==> src/rtl/pmul_accum.sv <==
// Bit-serial 4x4 polynomial multiplier: A is latched on start, D arrives one bit-slice per cycle.
// Optional macro PMUL_NEGACYCLIC_EN folds the product modulo x^4+1 (two's complement outputs).
module pmul_accum #(
  parameter int unsigned N = 4,
  localparam int unsigned CW = 2 * N + 3
) (
  input  logic          clk,
  input  logic          reset,
  input  logic          start,
  input  logic [N-1:0]  a0,
  input  logic [N-1:0]  a1,
  input  logic [N-1:0]  a2,
  input  logic [N-1:0]  a3,
  input  logic [3:0]    dcoeff,
  output logic          busy,
  output logic          out_valid,
  input  logic          out_ready,
  output logic [CW-1:0] c0,
  output logic [CW-1:0] c1,
  output logic [CW-1:0] c2,
  output logic [CW-1:0] c3,
  output logic [CW-1:0] c4,
  output logic [CW-1:0] c5,
  output logic [CW-1:0] c6
);

  typedef enum logic [1:0] {StIdle, StRun, StDone} state_e;

  localparam logic [1:0] JLast = 2'(N - 1);

  state_e        r_state, w_state_nxt;
  logic [1:0]    r_j, w_j_nxt;
  logic [N-1:0]  r_a [4];
  logic [N-1:0]  w_a_nxt [4];
  logic [CW-1:0] r_acc [7];
  logic [CW-1:0] w_acc_nxt [7];
  logic [CW-1:0] w_pp [7];
  logic          w_load;

  // Partial product of the current bit-slice: one adder tree per output degree.
  always_comb begin
    for (int m = 0; m < 7; m++) w_pp[m] = '0;
    for (int i = 0; i < 4; i++) begin
      for (int l = 0; l < 4; l++) begin
        if (dcoeff[l]) w_pp[i+l] = w_pp[i+l] + CW'(r_a[i]);
      end
    end
  end

  always_comb begin
    w_state_nxt = r_state;
    w_j_nxt     = r_j;
    w_a_nxt     = r_a;
    w_acc_nxt   = r_acc;
    w_load      = 1'b0;
    case (r_state)
      StIdle: w_load = start;
      StRun: begin
        for (int m = 0; m < 7; m++) w_acc_nxt[m] = r_acc[m] + (w_pp[m] << r_j);
        w_j_nxt = r_j + 2'd1;
        if (r_j == JLast) begin
          w_state_nxt = StDone;
          w_j_nxt     = '0;
        end
      end
      StDone: begin
        if (out_ready) begin
          if (start) w_load = 1'b1;
          else       w_state_nxt = StIdle;
        end
      end
      default: w_state_nxt = StIdle;
    endcase
    // A start accepted in IDLE or on the DONE handshake restarts the datapath.
    if (w_load) begin
      w_a_nxt[0]  = a0;
      w_a_nxt[1]  = a1;
      w_a_nxt[2]  = a2;
      w_a_nxt[3]  = a3;
      for (int m = 0; m < 7; m++) w_acc_nxt[m] = '0;
      w_j_nxt     = '0;
      w_state_nxt = StRun;
    end
  end

  always_ff @(posedge clk) begin
    if (reset) begin
      r_state <= StIdle;
      r_j     <= '0;
      for (int i = 0; i < 4; i++) r_a[i] <= '0;
      for (int m = 0; m < 7; m++) r_acc[m] <= '0;
    end else begin
      r_state <= w_state_nxt;
      r_j     <= w_j_nxt;
      r_a     <= w_a_nxt;
      r_acc   <= w_acc_nxt;
    end
  end

  assign busy      = (r_state != StIdle);
  assign out_valid = (r_state == StDone);

`ifdef PMUL_NEGACYCLIC_EN
  assign c0 = r_acc[0] - r_acc[4];
  assign c1 = r_acc[1] - r_acc[5];
  assign c2 = r_acc[2] - r_acc[6];
  assign c3 = r_acc[3];
  assign c4 = '0;
  assign c5 = '0;
  assign c6 = '0;
`else
  assign c0 = r_acc[0];
  assign c1 = r_acc[1];
  assign c2 = r_acc[2];
  assign c3 = r_acc[3];
  assign c4 = r_acc[4];
  assign c5 = r_acc[5];
  assign c6 = r_acc[6];
`endif

endmodule

==> config.mk <==
export PLATFORM = sky130hd
export DESIGN_NAME = pmul_accum
export DESIGN_NICKNAME = d
export VERILOG_FILES = /design/src/rtl/pmul_accum.sv
export SDC_FILE = /design/constraint.sdc
export NUM_CORES = 1
export LEC_CHECK = 0
export BUFFER_PORTS_ARGS = -buffer_cell sky130_fd_sc_hd__buf_2
export CAP_MARGIN = 5
export CORE_ASPECT_RATIO = 0.6
export CORE_MARGIN = 2
export CORE_UTILIZATION = 60
export DETAILED_ROUTE_END_ITERATION = 10
export PLACE_DENSITY_LB_ADDON = 0.1
export SLEW_MARGIN = 20
export SYNTH_ARGS = -nofsm -noshare
export SYNTH_HDL_FRONTEND = slang
export SYNTH_SLANG_ARGS = --single-unit
==> constraint.sdc <==
create_clock -name clk -period 9.6 [get_ports clk]
set_input_delay 2.4 -clock clk [delete_from_list [all_inputs] [get_ports clk]]
set_output_delay 2.4 -clock clk [all_outputs]
set_load 0.02 [all_outputs]
==> impl_metrics.toml <==
[clock_network]
root_buffer = "clkbuf_16"
clkSinkCount = 97
h-tree-depth = 3
post_cts.resized_instances = 0
cts_hold_buf = 0
cts_made_buffers = 9
cts_tree = "built"
clk_pin_slew_worst_paths_ns = 0.07
cts_setup_buffers = 0
clock_latency_ns = 0.35
clk_path_buf_depth = 2

[synth]
ys_seq_elements = 97
syn_area_mm2 = 0.00901
synth.top_cells.by_area = "dfxtp_1 (22%), ha_1 (13%), nand2_1 (6.7%)"
synth_top_area_cell = "dfxtp_1"
yosysMostFrequentCell = "nand2_1"
synth_flop_cell = "dfxtp_1"
async_flop_share = 0
yosysTopAreaCellShare = 0.215
synth_nets = 1322
synth_top_cells_by_count = "nand2_1 (160), a21oi_1 (108), dfxtp_1 (97)"
synthDistinctLibCells = 77
yosysSeqAreaShare = 0.215
synth-edff-count = 0
syn_avg_cell_area_um2 = 7.60
ys_warn_count = 0
syn-instance-count = 1186

[die]
die_w_um = 162
initial_core_util = 0.618
fp-row-count = 34
die_h_um = 98.9
coreArea_mm2 = 0.0146
dieArea_mm2 = 0.0161
pin_count = 103

[worst_hold_path]
min_path_type = "flip-flop to flip-flop"
hold_start = "c6[3]"
hold_path_depth = 2
hold_end = "c6[3]"

[final_layout]
final_nets = 1382
fin_cells = 1448
nFillCells = 1288
multi_input_area_mm2 = 0.00656
seq_area_mm2 = 0.00194
area_growth_pct = 9.87
diodes = 0
drive_above_1_share = 0.131

[sta]
tns_ns = 0
finalHoldViolCount = 0
fin_crit_sh = 0.873
fmax_ghz = 0.119
rsz0062_at_grt = "false"
drv_slew = 0
layout_min_cycle_time_ns = 8.38
clock_skew_ns = 0.00945
worst_slew_pin_slew_ns = 0.937
relSlewSlack = 0.375
setup_viol = 0

[power]
p_sw_mw = 0.340
clkPwrFrac = 0.389
pwr-share-seq = 0.394
peakVddDrop_uv = 90.4
powerDensity_mw_per_mm2 = 110
power_leakage_nw = 4.63
intPower_mw = 0.754
pwr-share-comb = 0.217
p_sw_frac = 0.311

[worst_setup_path]
cp-end-kind = "flip-flop"
reg2reg_from = "r_a[12]"
worst_r2r_path_depth = 24
cp-start-kind = "primary input"
crit_fanout = 22
timing.rr.end = "c3[10]"
r2r_setup_slack_ns = 3.09
cp.arrival_ns = 8.63
path_class = "primary input to flip-flop"
crit_required_ns = 9.85

[global_route]
grt_pass1_vias = 7803
grt_max_degree = 89
grt_overflow = 0
grt_use_total = 0.305
grt_pass1_wl_um = 39600
antenna_found_initial = 1

[drt]
drtPass1Iterations = 5
drt_iter0_drc = 741
wl_per_cell_um = 16.7
totalWireLength_um = 24200
drc_errors = 0
ant_nets = 0
vias_per_cell = 6.04
via_count = 8749

[job]
maxCapViolations = 0

[placement]
globalplace.congestion = 0.930
place.port_buffers = 102
hpwl_um = 18000
dpl.cell_count = 1433

[run_status]
status = "finished, final reports clean"
metal layers:
layer  track usage  vias to the layer above  share of wire
li1              -                     4349              -
met1         0.450                     4047           0.48
met2         0.453                      316           0.42
met3        0.0564                       37          0.078
met4        0.0871                        0          0.020
met5             0                        -              0
through the flow:
step / area [um2] / hold WS (ns) / setup WS [ns] / utilization / power (mW)
2_1_floorplan: 9010 / 0.478 / 1.41 / - / 0.613
3_3_place_gp: 9570 / 0.460 / 1.05 / 0.656 / 0.668
3_5_place_dp: 9570 / 0.466 / 0.863 / 0.656 / 0.673
4_1_cts: 9900 / 0.474 / 1.22 / 0.679 / 1.09
5_1_grt: 9900 / 0.505 / 0.930 / 0.679 / 1.14
6_report: 9900 / 0.473 / 1.22 / 0.679 / 1.09
critical path, stage by stage:
cell and delay, ns:
buf_2 0.29, and2_1 0.20, ha_1 0.17, inv_1 0.06, fa_1 0.41, xnor2_1 0.25, nand2_1 0.11, xor2_1 0.16
ha_1 0.35, xor2_1 0.17, o2bb2ai_1 0.14, or3_1 0.33, ha_1 0.36, and3_2 0.19, a221o_2 0.14, or4b_4 0.48
and3_4 0.19, or2_1 0.24, mux4_2 0.48, ha_1 0.21, or2_2 0.28, or4_1 0.46, a41oi_1 0.29, nor4_1 0.07
o21bai_1 0.19
cell type report:
| type | count | share of cell area |
|---|---|---|
| clock buffers | 10 | 0.0231 |
| repair buffers | 108 | 0.0561 |
| flip-flops and latches | 97 | 0.196 |
| well taps | 198 | 0.0250 |
| multi-input cells | 958 | 0.662 |
| clock inverters | 5 | 0.0105 |
| inverters | 72 | 0.0273 |
worst max path at each step:
stage	startpoint	to	cells after the start
6_report	dcoeff[3]	c3[10]	25
5_1_grt	dcoeff[3]	c3[10]	25
4_1_cts	dcoeff[3]	c3[10]	25
3_5_place_dp	dcoeff[3]	c3[10]	25
3_3_place_gp	dcoeff[3]	c3[10]	25
2_1_floorplan	dcoeff[3]	c3[10]	25
cell usage in the layout, fill, tap and decap left out, types with 9 or more instances in the layout:
| cell | instances |
|---|---|
| a211oi_1 | 13 |
| a21o_1 | 16 |
| a21oi_1 | 108 |
| and2_1 | 17 |
| and3_1 | 9 |
| buf_2 | 102 |
| clkbuf_16 | 9 |
| dfxtp_1 | 97 |
| fa_1 | 16 |
| ha_1 | 96 |
| inv_1 | 72 |
| mux2_2 | 15 |
| mux2i_1 | 37 |
| nand2_1 | 160 |
| nand3_1 | 50 |
| nor2_1 | 83 |
| nor2b_1 | 22 |
| nor3_1 | 23 |
| nor3b_1 | 10 |
| o211ai_1 | 13 |
| o21a_1 | 12 |
| o21ai_0 | 63 |
| o22ai_1 | 10 |
| or2_2 | 9 |
| or3_1 | 17 |
| xnor2_1 | 31 |
| xor2_1 | 11 |
power groups by stage:
stage	Clock [mW]	Combinational (mW)	Sequential, mW
floorplan	0	0.174	0.440
global placement	0	0.229	0.439
detailed placement	0	0.233	0.439
CTS	0.426	0.235	0.430
global route	0.444	0.266	0.432
finish	0.426	0.237	0.431
flip-flops by register name, indices dropped and copies added (netlist names), 11 cells and up:
register  count
r_a          16
c0           11
c1           11
c2           11
c3           11
c4           11
c5           11
c6           11
cell families after synthesis:
family,share of synthesized area
xor+xnor,0.0426
mux,0.0623
buf+inv,0.0590
simple gates,0.241
fa+ha+maj,0.170
compound gates,0.210
flops,0.215
No activity file was read; power rests on OpenSTA's default activity.
